$ cat src/rtl/mem_arb_pkg.sv
// rtl/mem_arb_pkg.sv - shared encodings for the memory port arbiter
package mem_arb_pkg;

   typedef enum logic [1:0] {
      IDLE = 2'd0,
      BUSY = 2'd1,
      RESP = 2'd2
   } arb_state_e;

   typedef enum logic {
      OWN_IF = 1'b0,
      OWN_DM = 1'b1
   } owner_e;

   // DMType codes as driven by the core; fetches always go out as a full word.
   typedef enum logic [2:0] {
      DMT_WORD   = 3'd0,
      DMT_HALF   = 3'd1,
      DMT_HALF_U = 3'd2,
      DMT_BYTE   = 3'd3,
      DMT_BYTE_U = 3'd4
   } dm_type_e;

   localparam int STREAK_W = 4;
   localparam logic [STREAK_W-1:0] STREAK_SAT = 4'd15;

   function automatic logic [STREAK_W-1:0] streak_inc(input logic [STREAK_W-1:0] s);
      return (s == STREAK_SAT) ? s : s + 1'b1;
   endfunction

endpackage

$ cat src/rtl/mem_bus_watchdog.sv
// rtl/mem_bus_watchdog.sv - cycle counter that flags a bus access running too long
module mem_bus_watchdog #(
   parameter int TIMEOUT_CYC = 64
) (
   input  logic clk,
   input  logic rst,
   input  logic clear,
   input  logic enable,
   output logic expired
);
   localparam int CW = (TIMEOUT_CYC > 1) ? $clog2(TIMEOUT_CYC) : 1;
   // Counter reads k-1 during the k-th enabled cycle, so expiry lands on cycle TIMEOUT_CYC.
   localparam logic [CW-1:0] LIMIT = (TIMEOUT_CYC > 0) ? CW'(TIMEOUT_CYC - 1) : '0;

   logic [CW-1:0] cnt_q, cnt_d;
   logic          at_limit;

   assign at_limit = (cnt_q == LIMIT);
   assign expired  = (TIMEOUT_CYC > 0) && enable && at_limit;

   always_comb begin
      cnt_d = cnt_q;
      if (clear) begin
         cnt_d = '0;
      end else if (enable && !at_limit) begin
         cnt_d = cnt_q + 1'b1;
      end
   end

   always_ff @(posedge clk or posedge rst) begin
      if (rst) begin
         cnt_q <= '0;
      end else begin
         cnt_q <= cnt_d;
      end
   end

endmodule

$ cat src/rtl/mem_port_arbiter.sv
// rtl/mem_port_arbiter.sv - shares one memory bus between instruction fetch and data ports
module mem_port_arbiter
   import mem_arb_pkg::*;
#(
   parameter int TIMEOUT_CYC   = 64,
   parameter int MAX_DM_STREAK = 4
) (
   input  logic        clk,
   input  logic        rst,
   input  logic        if_req,
   input  logic [31:0] if_addr,
   output logic [31:0] if_rdata,
   output logic        if_ready,
   input  logic        dm_req,
   input  logic        dm_we,
   input  logic [31:0] dm_addr,
   input  logic [31:0] dm_wdata,
   input  logic [2:0]  dm_type,
   output logic [31:0] dm_rdata,
   output logic        dm_ready,
   output logic        bus_req,
   output logic        bus_we,
   output logic [31:0] bus_addr,
   output logic [31:0] bus_wdata,
   output logic [2:0]  bus_type,
   input  logic        bus_ack,
   input  logic [31:0] bus_rdata,
   output logic        stall,
   output logic        err,
   output logic [31:0] err_addr
);
   localparam logic [STREAK_W-1:0] STREAK_LIMIT = STREAK_W'(MAX_DM_STREAK);

   arb_state_e          state_q, state_d;
   owner_e              owner_q, owner_d;
   logic                bus_req_q, bus_req_d;
   logic                bus_we_q, bus_we_d;
   logic [31:0]         bus_addr_q, bus_addr_d;
   logic [31:0]         bus_wdata_q, bus_wdata_d;
   logic [2:0]          bus_type_q, bus_type_d;
   logic [31:0]         if_rdata_q, if_rdata_d;
   logic [31:0]         dm_rdata_q, dm_rdata_d;
   logic                err_q, err_d;
   logic [31:0]         err_addr_q, err_addr_d;
   logic [STREAK_W-1:0] streak_q, streak_d;
   logic                wd_expired;
   logic                grant_dm;

   mem_bus_watchdog #(.TIMEOUT_CYC(TIMEOUT_CYC)) u_watchdog (
      .clk     (clk),
      .rst     (rst),
      .clear   (state_q != BUSY),
      .enable  (state_q == BUSY),
      .expired (wd_expired)
   );

   // Data wins contention until it has taken STREAK_LIMIT grants in a row over a waiting fetch.
   assign grant_dm = dm_req && (!if_req || (streak_q < STREAK_LIMIT));

   always_comb begin
      state_d     = state_q;
      owner_d     = owner_q;
      bus_req_d   = bus_req_q;
      bus_we_d    = bus_we_q;
      bus_addr_d  = bus_addr_q;
      bus_wdata_d = bus_wdata_q;
      bus_type_d  = bus_type_q;
      if_rdata_d  = if_rdata_q;
      dm_rdata_d  = dm_rdata_q;
      err_d       = 1'b0;
      err_addr_d  = err_addr_q;
      streak_d    = streak_q;
      case (state_q)
         IDLE: begin
            if (grant_dm) begin
               owner_d     = OWN_DM;
               bus_we_d    = dm_we;
               bus_addr_d  = dm_addr;
               bus_wdata_d = dm_wdata;
               bus_type_d  = dm_type;
               bus_req_d   = 1'b1;
               streak_d    = if_req ? streak_inc(streak_q) : '0;
               state_d     = BUSY;
            end else if (if_req) begin
               owner_d     = OWN_IF;
               bus_we_d    = 1'b0;
               bus_addr_d  = if_addr;
               bus_wdata_d = '0;
               bus_type_d  = DMT_WORD;
               bus_req_d   = 1'b1;
               streak_d    = '0;
               state_d     = BUSY;
            end
         end
         BUSY: begin
            if (bus_ack) begin
               if (owner_q == OWN_IF) if_rdata_d = bus_rdata;
               else                   dm_rdata_d = bus_rdata;
               bus_req_d = 1'b0;
               state_d   = RESP;
            end else if (wd_expired) begin
               if (owner_q == OWN_IF) if_rdata_d = '0;
               else                   dm_rdata_d = '0;
               err_d      = 1'b1;
               err_addr_d = bus_addr_q;
               bus_req_d  = 1'b0;
               state_d    = RESP;
            end
         end
         RESP:    state_d = IDLE;
         default: state_d = IDLE;
      endcase
   end

   always_ff @(posedge clk or posedge rst) begin
      if (rst) begin
         state_q     <= IDLE;
         owner_q     <= OWN_IF;
         bus_req_q   <= 1'b0;
         bus_we_q    <= 1'b0;
         bus_addr_q  <= '0;
         bus_wdata_q <= '0;
         bus_type_q  <= '0;
         if_rdata_q  <= '0;
         dm_rdata_q  <= '0;
         err_q       <= 1'b0;
         err_addr_q  <= '0;
         streak_q    <= '0;
      end else begin
         state_q     <= state_d;
         owner_q     <= owner_d;
         bus_req_q   <= bus_req_d;
         bus_we_q    <= bus_we_d;
         bus_addr_q  <= bus_addr_d;
         bus_wdata_q <= bus_wdata_d;
         bus_type_q  <= bus_type_d;
         if_rdata_q  <= if_rdata_d;
         dm_rdata_q  <= dm_rdata_d;
         err_q       <= err_d;
         err_addr_q  <= err_addr_d;
         streak_q    <= streak_d;
      end
   end

   assign if_ready  = (state_q == RESP) && (owner_q == OWN_IF);
   assign dm_ready  = (state_q == RESP) && (owner_q == OWN_DM);
   assign if_rdata  = if_rdata_q;
   assign dm_rdata  = dm_rdata_q;
   assign bus_req   = bus_req_q;
   assign bus_we    = bus_we_q;
   assign bus_addr  = bus_addr_q;
   assign bus_wdata = bus_wdata_q;
   assign bus_type  = bus_type_q;
   assign err       = err_q;
   assign err_addr  = err_addr_q;
   // Reset must silence the hazard unit at once, even while requests are still asserted.
   assign stall     = ~rst & ((if_req & ~if_ready) | (dm_req & ~dm_ready));

endmodule

$ cat config.mk
export PLATFORM = sky130hd
export DESIGN_NAME = mem_port_arbiter
export DESIGN_NICKNAME = d
export VERILOG_FILES = /design/src/rtl/mem_arb_pkg.sv /design/src/rtl/mem_bus_watchdog.sv /design/src/rtl/mem_port_arbiter.sv
export SDC_FILE = /design/constraint.sdc
export NUM_CORES = 1
export LEC_CHECK = 0
export BUFFER_PORTS_ARGS = -buffer_cell sky130_fd_sc_hd__buf_4
export CAP_MARGIN = 0
export CORE_MARGIN = 2
export CORE_UTILIZATION = 50
export DETAILED_ROUTE_END_ITERATION = 16
export PLACE_DENSITY_LB_ADDON = 0.05
export SYNTH_ARGS = -nofsm -noshare
export SYNTH_HDL_FRONTEND = slang
export SYNTH_SLANG_ARGS = --single-unit
$ cat constraint.sdc
create_clock -name clk -period 6.1 [get_ports clk]
set_input_delay 0 -clock clk [delete_from_list [all_inputs] [get_ports clk]]
set_output_delay 0 -clock clk [all_outputs]
set_load 0.1 [all_outputs]
# Word level (Yosys, flattened, before mapping)
# Cells that the tools add are included.
totals:
  reg_bits: 179
  latch_bits: 0
  ram_bits: 0
  romBits: 0
  in_bits: 137
  out_inout_bits: 169
  elab_cells: 89
  mem_count: 0
op_classes:
  n_addsub: 2
  n_mul: 0
  div_mod_pow: 0
  magnitude_cmp: 1
  n_eq_ne: 8
  shifts: 0
  n_mux: 36
  n_bitwise: 9
  reduce_logical: 20
op_table:
  columns: ["cell", "count"]
  rows:
  - ["2-to-1 mux 32 bit", 12]
  - ["2-to-1 mux 4 bit", 4]
  - ["AND reduction 3 bit", 5]
  - ["2-to-1 mux 6 bit", 2]
  - ["2-to-1 mux 1 bit", 10]
  - ["inequality test 3 bit, second input constant", 3]
  - ["2-to-1 mux 2 bit", 4]
  - ["nonzero test 2 bit", 4]
  - ["adder 6 x 1 -> 6 bit, second input constant", 1]
  - ["== test 6 bit, second input constant", 1]
  - ["2-to-1 mux 3 bit", 2]
  - ["logical AND 1 bit", 5]
  - ["inverter 1 bit", 5]
  - ["adder 4 x 1 -> 4 bit, second input constant", 1]
  - ["== test 4 bit, second input constant", 1]
  - ["< comparator 4 x 3 -> 1 bit, second input constant", 1]
  - ["one-hot mux 2 bit (2 select lines)", 1]
  - ["AND reduction 2 bit", 2]
  - ["AND 1 bit", 3]
  - ["== test 2 x 1 -> 1 bit, second input constant", 1]
  - ["== test 2 bit, second input constant", 1]
  - ["zero test 1 bit", 2]
  - ["zero test 2 bit", 1]
  - ["inequality test 2 x 1 -> 1 bit, second input constant", 1]
  - ["3 further kinds", 3]

# Longest topological paths before layout
logic_depth:
  word_depth: 6
  depth_mapped: 7

# Hierarchy
# From an unflattened synthesis, not the netlist that was laid out.
hier_totals:
  hier_cells: 635
  hier_area_um2: 7801.2
by_module_without_submodules:
  columns: ["module", "instances", "cells_each", "area_per_inst_um2", "seq_area_each_um2"]
  rows:
  - ["mem_port_arbiter", 1, 595, 7414.6, 4329.2]
  - ["mem_bus_watchdog", 1, 40, 386.6, 150.1]

# Worst setup path after synthesis
# OpenSTA, ideal clock, no wires.
synth_timing:
  kind: "input-to-output"
  startpoint: "input port rst"
  endpoint: "output port stall"
  t_arrival_ns: 4.791
  setup_slack_ns: 1.309
  path_stages: 2
  path_buffers: 0
  path_cell_list: "inv_1 and2_1"
synth_between:
  elab_chain_cells: 2
synth_rtl:
  columns: ["element", "line", "rtl"]
  rows:
  - ["start: declaration", "mem_port_arbiter.sv:9", "input logic rst,"]
  - ["inverter 1 bit", "mem_port_arbiter.sv:157", "assign stall = ~rst & ((if_req & ~if_ready) | (dm_req & ~dm_ready));"]
  - ["AND 1 bit", "mem_port_arbiter.sv:157", null]
  - ["end: declaration", "mem_port_arbiter.sv:28", "output logic stall,"]
# No other way between the ends.

# Worst setup path in the final report
layout_timing:
  startpoint: "register state_q[1]"
  endpoint: "register bus_addr_q[2], in the netlist bus_addr[2]"
layout_between:
  elab_chain_cells: 2
layout_rtl:
  columns: ["element", "line", "rtl"]
  rows:
  - ["start: declaration", "mem_port_arbiter.sv:34", "arb_state_e state_q, state_d;"]
  - ["start signal: assignment", "mem_port_arbiter.sv:130", "state_q <= state_d;"]
  - ["zero test 2 bit", "mem_port_arbiter.sv:73", "case (state_q)"]
  - ["AND reduction 2 bit (no line)", null, null]
  - ["end signal: assignment", "mem_port_arbiter.sv:134", "bus_addr_q <= bus_addr_d;"]
  - ["end: declaration", "mem_port_arbiter.sv:38", "logic [31:0] bus_addr_q, bus_addr_d;"]
# No other way between the ends.
# A chain may end at the register's enable or synchronous reset.

==> flow_metrics.env <==
export IMPL_worst_pin_slew_ps=1293
export IMPL_yosys_most_used_dff="dfrtp_1"
export IMPL_slew_viol_final=0
export IMPL_fp_dieW_um=133.1
export IMPL_layout_min_cycle_time_ps=3725
export IMPL_critical_path_max_fanout=105
export IMPL_setup_tns_ps=0
export IMPL_yosysSeqAreaShare_pct=53.71
export IMPL_core_area_sq_mm=0.01647
export IMPL_multi_input_area_sq_mm=0.003451
export IMPL_grt_pass1_vias=7445
export IMPL_slowest_delay_ps=1010
export IMPL_timing_rr_end="bus_addr[2]"
export IMPL_routed_wl_mm=24.78
export IMPL_r2r_cells=5
export IMPL_gp_congestion=0.8379
export IMPL_grt_pass1_wl_mm=39.07
export IMPL_synth_top_cell_area_share_pct=53.71
export IMPL_rsz0062_at_grt="no"
export IMPL_status="completed"
export IMPL_async_flop_share_pct=100.0
export IMPL_synthTopCellsByArea="dfrtp_1, mux2_2, a21o_1"
export IMPL_synth_seq_cells=179
export IMPL_path_cells="nor2_4 -> buf_4 -> nand2_1 -> a221o_1 -> dlygate4sd3_1"
export IMPL_crit_type="flop to flop"
export IMPL_area_growth_pct=48.18
export IMPL_hold_depth=4
export IMPL_hpwlAfterDp_mm=15.00
export IMPL_worstSetupEndpointType="flop"
export IMPL_drc_errors=0
export IMPL_wl_per_cell_um=18.99
export IMPL_post_route_period_util_pct=61.07
export IMPL_clkTransAtPathRegs_ps=70
export IMPL_synth_avg_cell_area_sq_um=11.98
export IMPL_antenna_found_initial=0
export IMPL_rows=47
export IMPL_max_freq_mhz=268.4
export IMPL_fin_skew_ps=9.559
export IMPL_n_fill_cell=1097
export IMPL_synth_top_area_cell="dfrtp_1"
export IMPL_synth_edf_count=0
export IMPL_hp_start="bus_rdata[6]"
export IMPL_io_pins=306
export IMPL_finalSetupViolCount=0
export IMPL_start_util_pct=50.65
export IMPL_syn_nets=835
export IMPL_numPortBuffers=305
export IMPL_hp_class="input pin to flop"
export IMPL_firstDrtPassIters=5
export IMPL_crit_path_start_kind="flop"
export IMPL_cts_root_buf="clkbuf_16"
export IMPL_syn_area_sq_mm=0.008339
export IMPL_synthCells=696
export IMPL_numCtsBuffers=17
export IMPL_ant_nets=0
export IMPL_clk_latency_ps=430
export IMPL_max_clock_path_buffers=2
export IMPL_slew_headroom_pct=13.59
export IMPL_grt_max_degree=106
export IMPL_slowest_stage="nand2_1"
export IMPL_yosysUniqueCellTypes=41
export IMPL_r2r_start="state_q[1]"
export IMPL_die_height_um=133.1
export IMPL_grt_overflow_total=0
export IMPL_final_cell_mix="buf_4, dfrtp_1, dlygate4sd3_1, mux2_2, a21o_1"
export IMPL_post_cts_setup_buffers=0
export IMPL_drtIter0Drc=561
export IMPL_seqCellArea_sq_mm=0.004479
export IMPL_viasPerCell=5.566
export IMPL_arrival_ps=4030
export IMPL_worstHoldEndpoint="if_rdata[6]"
export IMPL_antenna_diode_count=0
export IMPL_cts_sinks=179
export IMPL_cap_violations=0
export IMPL_dieArea_sq_mm=0.01773
export IMPL_synth_warnings=0
export IMPL_grt_total_usage_pct=27.96
export IMPL_finalHoldViolations=0
export IMPL_vias=7264
export IMPL_finalNetCount=1211
export IMPL_critPathRequiredTime_ps=6400
export IMPL_mostFrequentLayoutCell="buf_4"
export IMPL_r2r_setup_slack_ps=2370
export IMPL_tritoncts="built"
export IMPL_h_tree_depth=4
export IMPL_drive_gt1_share_pct=41.29
what timing repair did:
action | in CTS | in global routing
hold buffers | 107 | 0
endpoints found under the hold margin | 174 | 0
gates resized for setup | 0 | 0
flip-flops by register name, indices dropped and copies added (netlist names):
register          cells
bus_addr             32
bus_wdata            32
dm_rdata             32
err_addr             32
if_rdata             32
u_watchdog.cnt_q      6
streak_q              4
bus_type              3
state_q               2
bus_req               1
bus_we                1
err                   1
owner_q               1
area by class of cell:
type,instances,area share (%)
flip-flops and latches,179,36.25
multi-input cells,415,27.93
repair buffers,419,27.62
clock buffers,17,3.443
well taps,220,2.228
clock inverters,15,1.276
inverters,40,1.256
layer usage:
metal	GRT usage [%]	vias to the layer above	wire length (um)
met5	0	-	0
met4	12.88	0	965
met3	7.420	64	1969
met2	46.49	347	12000
met1	34.36	3555	9845
li1	-	3298	-
critical path, delay by kind of cell, from the launching register on:
family / cells / cell delay, ps
buffers and inverters: 2 / 1250
and+or+nand+nor: 2 / 1110
AOI/OAI and AO/OA: 1 / 660
DFF: 1 / 470
cell usage after synthesis, types with 2 or more instances:
library cell / count
buf_2: 21
nand3_1: 3
buf_1: 3
mux2_4: 20
nand4_1: 37
ha_1: 2
nor3_1: 4
clkbuf_1: 34
and3b_1: 2
nand2_1: 5
a221o_1: 32
and4_1: 32
inv_1: 40
dfrtp_1: 179
a31oi_1: 3
o21ai_0: 37
and3_1: 35
nor2_1: 3
and2_1: 37
a21o_1: 65
a21oi_1: 4
mux2_2: 76
buf_6: 4
kinds of logic after synthesis:
kind of cell | count (synthesis) | share of synthesized area (%)
adder cells (fa/ha/maj) | 2 | 0.3000
flip-flops | 179 | 53.71
AO/OA/AOI/OAI | 147 | 12.96
multiplexers | 98 | 14.12
buffers and inverters | 102 | 5.266
AND/OR/NAND/NOR | 167 | 13.53
XOR/XNOR | 1 | 0.1050
stage by stage:
stage	setup slack, ps	instances	cell area, sq um	utilization (%)	hold WS (ps)
2_1_floorplan	1230	696	8339	-	146.1
3_3_place_gp	3054	1166	10700	65.00	234.5
3_5_place_dp	2901	1166	10700	65.00	243.8
4_1_cts	2620	1305	12360	75.05	0.1661
5_1_grt	2279	1305	12360	75.05	21.26
6_report	2375	1305	12360	75.05	10.66
worst max-delay path by stage:
| stage | startpoint | to | slack [ps] | cells past startpoint |
|---|---|---|---|---|
| global route | state_q[1] | bus_addr[2] | 2280 | 5 |
| finish | state_q[1] | bus_addr[2] | 2370 | 5 |
| detailed placement | dm_req | bus_addr[22] | 2900 | 4 |
| CTS | state_q[1] | bus_addr[25] | 2620 | 5 |
| global placement | dm_req | bus_addr[14] | 3050 | 4 |
| floorplan | rst | bus_addr[0] | 1230 | 1 |
Power is left out: the tool's default activity adds up to more than one toggle a clock period on the data nets, which glitch-free logic cannot reach.
